$ cat src/rtl/frame_scheduler.sv
// Frame sequencer for the counter link: snapshots all channels on a periodic tick or
// on trigger, then sends a 0xFF header and one encoded byte per channel to the UART TX.
module frame_scheduler #(
    parameter int NUM_CH = 4,
    parameter int PERIOD = 1000,
    parameter int THRESH = 20
) (
    input  logic                  clk,
    input  logic                  reset,
    input  logic                  enable,
    input  logic                  trigger,
    input  logic [8*NUM_CH-1:0]   ch_data,
    input  logic [NUM_CH-1:0]     ch_sig,
    output logic [7:0]            tx_data,
    output logic                  tx_valid,
    input  logic                  tx_ready,
    output logic                  busy,
    output logic                  frame_done,
    output logic                  overrun
);

    localparam int CNT_W = (PERIOD > 1) ? $clog2(PERIOD) : 1;
    localparam int IDX_W = (NUM_CH > 1) ? $clog2(NUM_CH) : 1;
    localparam logic [CNT_W-1:0] CNT_LAST = CNT_W'(PERIOD - 1);
    localparam logic [IDX_W-1:0] IDX_LAST = IDX_W'(NUM_CH - 1);

    localparam logic [2:0] S_IDLE   = 3'd0;
    localparam logic [2:0] S_SNAP   = 3'd1;
    localparam logic [2:0] S_HEADER = 3'd2;
    localparam logic [2:0] S_CHAN   = 3'd3;
    localparam logic [2:0] S_DONE   = 3'd4;

    // Small counts carry the switch level; 0xFF is reserved for the header byte.
    function automatic logic [7:0] enc(input logic [7:0] d, input logic s);
        if (d < 8'(THRESH))
            return s ? 8'h01 : 8'h02;
        else if (d == 8'hFF)
            return 8'hFE;
        else
            return d;
    endfunction

    logic [CNT_W-1:0]    cnt_reg;
    logic [2:0]          state_reg, state_next;
    logic [IDX_W-1:0]    idx_reg, idx_next;
    logic [8*NUM_CH-1:0] snap_data_reg;
    logic [NUM_CH-1:0]   snap_sig_reg;
    logic [7:0]          tx_data_reg, tx_data_next;
    logic                tx_valid_reg;
    logic                busy_reg;
    logic                frame_done_reg;
    logic                overrun_reg;
    logic                tc;
    logic                req;
    logic                hs;
    logic [7:0]          enc_byte [NUM_CH];

    assign tc  = enable & (cnt_reg == CNT_LAST);
    assign req = tc | trigger;
    assign hs  = tx_valid_reg & tx_ready;

    always_ff @(posedge clk) begin
        if (!reset)
            cnt_reg <= '0;
        else if (!enable || cnt_reg == CNT_LAST)
            cnt_reg <= '0;
        else
            cnt_reg <= cnt_reg + CNT_W'(1);
    end

    always_ff @(posedge clk) begin
        if (!reset) begin
            snap_data_reg <= '0;
            snap_sig_reg  <= '0;
        end else if (state_reg == S_SNAP) begin
            snap_data_reg <= ch_data;
            snap_sig_reg  <= ch_sig;
        end
    end

    generate
        for (genvar gi = 0; gi < NUM_CH; gi++) begin : g_enc
            assign enc_byte[gi] = enc(snap_data_reg[8*gi +: 8], snap_sig_reg[gi]);
        end
    endgenerate

    always_comb begin
        state_next = state_reg;
        idx_next   = idx_reg;
        case (state_reg)
            S_IDLE:   if (req) state_next = S_SNAP;
            S_SNAP: begin
                idx_next   = '0;
                state_next = S_HEADER;
            end
            S_HEADER: if (hs) state_next = S_CHAN;
            S_CHAN: begin
                if (hs) begin
                    if (idx_reg == IDX_LAST)
                        state_next = S_DONE;
                    else
                        idx_next = idx_reg + IDX_W'(1);
                end
            end
            S_DONE:   state_next = S_IDLE;
            default:  state_next = S_IDLE;
        endcase
    end

    // Outputs are decoded from the next state so they are registered yet line up with it.
    always_comb begin
        tx_data_next = 8'h00;
        case (state_next)
            S_HEADER: tx_data_next = 8'hFF;
            S_CHAN:   tx_data_next = enc_byte[idx_next];
            default:  tx_data_next = 8'h00;
        endcase
    end

    always_ff @(posedge clk) begin
        if (!reset) begin
            state_reg      <= S_IDLE;
            idx_reg        <= '0;
            tx_data_reg    <= 8'h00;
            tx_valid_reg   <= 1'b0;
            busy_reg       <= 1'b0;
            frame_done_reg <= 1'b0;
            overrun_reg    <= 1'b0;
        end else begin
            state_reg      <= state_next;
            idx_reg        <= idx_next;
            tx_data_reg    <= tx_data_next;
            tx_valid_reg   <= (state_next == S_HEADER) || (state_next == S_CHAN);
            busy_reg       <= (state_next != S_IDLE);
            frame_done_reg <= (state_next == S_DONE);
            if (req && state_reg != S_IDLE)
                overrun_reg <= 1'b1;
        end
    end

    assign tx_data    = tx_data_reg;
    assign tx_valid   = tx_valid_reg;
    assign busy       = busy_reg;
    assign frame_done = frame_done_reg;
    assign overrun    = overrun_reg;

endmodule
$ cat config.mk
export PLATFORM = sky130hd
export DESIGN_NAME = frame_scheduler
export DESIGN_NICKNAME = d
export VERILOG_FILES = /design/src/rtl/frame_scheduler.sv
export SDC_FILE = /design/constraint.sdc
export NUM_CORES = 1
export LEC_CHECK = 0
export CAP_MARGIN = 25
export CORE_MARGIN = 3
export CORE_UTILIZATION = 40
export DETAILED_ROUTE_END_ITERATION = 16
export PLACE_DENSITY = 0.63
export SYNTH_ARGS = -nofsm -noshare
export SYNTH_HDL_FRONTEND = slang
export SYNTH_SLANG_ARGS = --single-unit
export TNS_END_PERCENT = 5
$ cat constraint.sdc
create_clock -name clk -period 3.45 [get_ports clk]
set_input_delay 0.69 -clock clk [delete_from_list [all_inputs] [get_ports clk]]
set_output_delay 0.69 -clock clk [all_outputs]
set_load 0.1 [all_outputs]
; After elaboration in Yosys (flattened, before gate mapping)
; Cells that the tools add are included.
[op_classes]
n_addsub = 2
n_lt_le_gt_ge = 5
n_eq_ne = 12
n_mux = 24
bitwise = 5
n_reduce_logical = 8
[op_table]
columns = operator, count
row1 = two-way mux 8 bit, 10
row2 = equality test 8 bit (second input constant), 4
row3 = less-than comparator 8 x 5 -> 1 bit (second input constant), 4
row4 = binary-select mux 8 bit (select 2 bit), 1
row5 = case mux 8 bit (2 select lines), 1
row6 = equality test 3 x 2 -> 1 bit (second input constant), 4
row7 = two-way mux 2 bit, 6
row8 = two-way mux 3 bit, 4
row9 = case mux 3 bit (4 select lines), 1
row10 = adder 10 x 1 -> 10 bit (second input constant), 1
row11 = equality test 10 bit (second input constant), 1
row12 = nonzero test 3 bit, 2
row13 = case mux 2 bit (2 select lines), 1
row14 = equality test 3 x 1 -> 1 bit (second input constant), 1
row15 = equality test 3 bit (second input constant), 1
row16 = >= comparator 3 bit (second input constant), 1
row17 = zero test 3 bit, 1
row18 = inverter 2 -> 3 bit, 1
row19 = adder 2 x 1 -> 2 bit (second input constant), 1
row20 = bitwise AND 1 bit, 2
row21 = equality test 2 bit (second input constant), 1
row22 = logical OR 1 bit, 2
row23 = OR reduction 2 bit, 1
row24 = logical AND 1 bit, 1
row25 = other kinds (3), 3
[totals]
register_bits = 63
input_bits = 41
output_inout_bits = 12

; Depth between registers and ports, before layout
[depth]
ltp_word = 9
ltp_mapped = 7
ltp_nobuf = 6

; Worst setup path before layout
; OpenSTA, ideal clock, no wires.
[synth_path]
kind = reg-to-reg
from = reg tx_valid_reg (netlist: tx_valid)
to = reg tx_data_reg[2] (netlist: tx_data[2])
setup_time_ns = 0.119
arrival_time_ns = 2.135
t_required_ns = 3.331
path_slack_ns = 1.196
stages_incl_launch_ff = 6
path_buffers = 0
path_cell_list = dfxtp_1 -> a21oi_1 -> a311oi_1 -> a21oi_1 -> or3_1 -> o221a_1
[synth_via]
elab_chain_cells = 8
word_cells_on_any_way = 13
[synth_rtl]
columns = element, line_no
row1 = start: declaration, 49  ; logic tx_valid_reg;
row2 = start signal: assignment, 133  ; tx_valid_reg <= (state_next == S_HEADER) || (state_next == S_CHAN);
row3 = bitwise AND 1 bit (*), 60  ; assign hs = tx_valid_reg & tx_ready;
row4 = two-way mux 2 bit, 98  ; if (hs) begin
row5 = case mux 2 bit (2 select lines), 90  ; case (state_reg)
row6 = inverter 2 -> 3 bit (implied by the code), 115  ; S_CHAN: tx_data_next = enc_byte[idx_next];
row7 = binary-select mux 8 bit (select 2 bit), 115
row8 = two-way mux 8 bit (implied by the code) (2 in a row), 115
row9 = case mux 8 bit (2 select lines) (*), 113  ; case (state_next)
row10 = end signal: assignment, 132  ; tx_data_reg <= tx_data_next;
row11 = end: declaration, 48  ; logic [7:0] tx_data_reg, tx_data_next;
; Every way passes the cells marked *; elsewhere a longest branch is shown, timed or not. The select of a mux whose other input is x is not followed.
; A chain may end at the register's enable or synchronous reset.

; Worst setup path in the final report
[layout_path]
from = reg tx_data_reg[4] (netlist: tx_data[4])
to = out tx_data[4]
[layout_lines]
columns = element, line_no
row1 = end: declaration, 14  ; output logic [7:0] tx_data,
; No word-level cell between the ends.

==> flow_summary.json <==
{
  "status": "finished clean",
  "cp-start-kind": "flop",
  "synth.most_common_cell": "nand2_1",
  "gr-total-overflow": 0,
  "cts_tree": "yes",
  "syn_to_final_growth_pct": 26.80,
  "hp-class": "reg -> reg",
  "syn_inst": 342,
  "max_freq_mhz": 401.1,
  "async_flop_share_pct": 0,
  "routabilityCongestion": 0.8262,
  "synth_sequential_area_ratio_pct": 43.64,
  "synth_top_area_cell": "dfxtp_1",
  "dpl_cell_area_um2": 3475,
  "worst_slew_pin_slew_ns": 0.9814,
  "synth_nets": 384,
  "netlist_top_cells_count": "nand2_1 (87), dfxtp_1 (63), a21boi_0 (32)",
  "yosysWarnings": 0,
  "die_height_um": 91.01,
  "vias": 2488,
  "io_pins": 53,
  "postCtsHoldBufs": 0,
  "antenna_found_initial": 0,
  "portBuffers": 52,
  "synth-compound-area-share_pct": 20.91,
  "synth_edf_count": 0,
  "clock-root-buffer": "clkbuf_8",
  "max_slew_margin_pct": 34.37,
  "rows": 30,
  "fin_nets": 435,
  "grt_usage_pct": 16.52,
  "die_x_um": 91.01,
  "largest_register_ffs": 32,
  "synth_cell_types": 46,
  "ir_drop_uv": 198.8,
  "grt_pass1_wl_um": 11090,
  "required_ns": 2.76,
  "cts_sinks": 63,
  "synthMuxAreaShare_pct": 6.061,
  "routed_wl_um": 6496,
  "crit_arrival_ns": 1.80,
  "finalMaxSlewViolations": 0,
  "synth_top_family_by_area": "simple AND/OR/NAND/NOR gates",
  "drcViolationCount": 0,
  "crit_buf_inv": 1,
  "cellLeakagePower_nw": 1.363,
  "rsz0062_at_grt": "false",
  "synthDominantCellAreaShare_pct": 43.64,
  "min_period_over_period_pct": 72.26,
  "synthSimpleGateAreaFrac_pct": 23.29,
  "hold-worst-slack_ns": 0.4590,
  "ctsResizeCount": 0,
  "dr.pass1.iters": 4,
  "ys_seq_elements": 63,
  "synth_adder_area_share_pct": 0.4329,
  "fp.dieArea_um2": 8282,
  "netlist_area_um2": 2890,
  "vias_per_cell": 5.036,
  "clk_pin_slew_ns": 0.07,
  "synth-main-ff-cell": "dfxtp_1",
  "start_util_pct": 41.85,
  "detail-route-antenna-nets": 0,
  "final_cell_area_um2": 3665,
  "grt_max_degree": 45,
  "final_layout_size_suffix_gt1_share_pct": 6.281,
  "wl_per_cell_um": 13.15,
  "dpl.hpwl_um": 4875,
  "fillers": 700,
  "htree_levels": 3,
  "drt_iter0_drc": 128,
  "hold_violations": 0,
  "max_cap_violations": 0,
  "cp_slowest_cell": "clkdlybuf4s50_1",
  "antennaDiodeCount": 0,
  "fin_setup_tns_ns": 0,
  "coreArea_um2": 6907,
  "cts_made_buffers": 9,
  "grt_pass1_vias": 2355,
  "cpPeakStageDelay_ns": 1.14,
  "synth.avg_cell_area_um2": 8.451,
  "path_cells": "clkdlybuf4s50_1",
  "setup_viol": 0,
  "clk_latency_ns": 0.33,
  "critPathCaptureType": "output pin",
  "fin_crit_ns": 2.493,
  "powerDensity_nw_per_um2": 465.5,
  "cp_max_fo": 1,
  "synth-xor-area-share_pct": 1.818,
  "finalClockSkew_ns": 0.007822,
  "crit_family": "buffers and inverters",
  "post_cts_buffers": 0,
  "critical_path_class": "reg -> out",
  "cts_buffer_depth": 2,
  "fin_util_pct": 53.06,
  "synthTopCellsByArea": "dfxtp_1 (44%), nand2_1 (11%), a21boi_0 (8.3%), mux2i_1 (4.5%), a21boi_1 (2.1%)"
}
[path summary, 6_finish.rpt]
check	cells after the start	from	to	slack (ns)
worst max register to register	6	state_reg[0]	tx_data[1]	1.17
worst min-delay path	1	cnt_reg[0]	cnt_reg[0]	0.46
worst max-delay path	1	tx_data[4]	tx_data[4]	0.96
worst min register to register	1	cnt_reg[0]	cnt_reg[0]	0.46
[per-layer routing]
| metal | track usage, % | up-vias | part of all wire (%) |
|---|---|---|---|
| li1 | - | 1301 | - |
| met3 | 5.468 | 5 | 4.5 |
| met4 | 3.015 | 0 | 0.85 |
| met1 | 19.55 | 1137 | 44 |
| met2 | 29.25 | 45 | 50 |
| met5 | 0 | - | 0 |
[cell type report]
type	count	area (um^2)	area share, %
Clock buffer	12	145.1	3.960
Sequential cell	63	1261	34.41
Clock inverter	4	45.04	1.229
Timing Repair Buffer	56	545.5	14.89
Multi-Input combinational cell	255	1518	41.41
Tap cell	96	120.1	3.278
Inverter	8	30.03	0.8194
[power breakdown]
part,internal [mW],switching [mW],leakage (nW),total (mW)
Clock,0.350,0.264,0.100,0.614
Combinational,0.112,0.180,0.750,0.293
Sequential,0.766,0.0330,0.513,0.799
[kinds of logic (layout without fill, tap and decap cells)]
family / after synthesis / after routing
AOI/OAI and AO/OA: 83 / 83
xor gates and xnor gates: 6 / 6
adders and majority gates: 1 / 1
buffers and inverters: 24 / 80
DFF: 63 / 63
muxes: 17 / 17
and+or+nand+nor: 148 / 148
[stage by stage]
step                instances  total power [mW]  setup slack, ns
global route              494             1.790           0.8962
detailed placement        478             1.110           0.7726
global placement          477             1.106           0.8454
floorplan                 342             1.005            1.196
CTS                       494             1.727           0.9388
finish                    494             1.706           0.9571
[cell usage in the layout, fill, tap and decap left out, types with 4 or more instances in the layout]
master and n:
nand2_1 87, dfxtp_1 63, clkdlybuf4s50_1 51, a21boi_0 32, mux2i_1 13, nor2_1 12
nand3_1 11, a21oi_1 11, o21ai_0 10, clkbuf_8 10, inv_1 8, a21boi_1 8
and3_1 8, and2_1 6, nand4_1 6, nor3_1 5, mux2_2 4, or3_1 4
o211ai_1 4, buf_4 4
No activity file was read; power rests on OpenSTA's default activity.
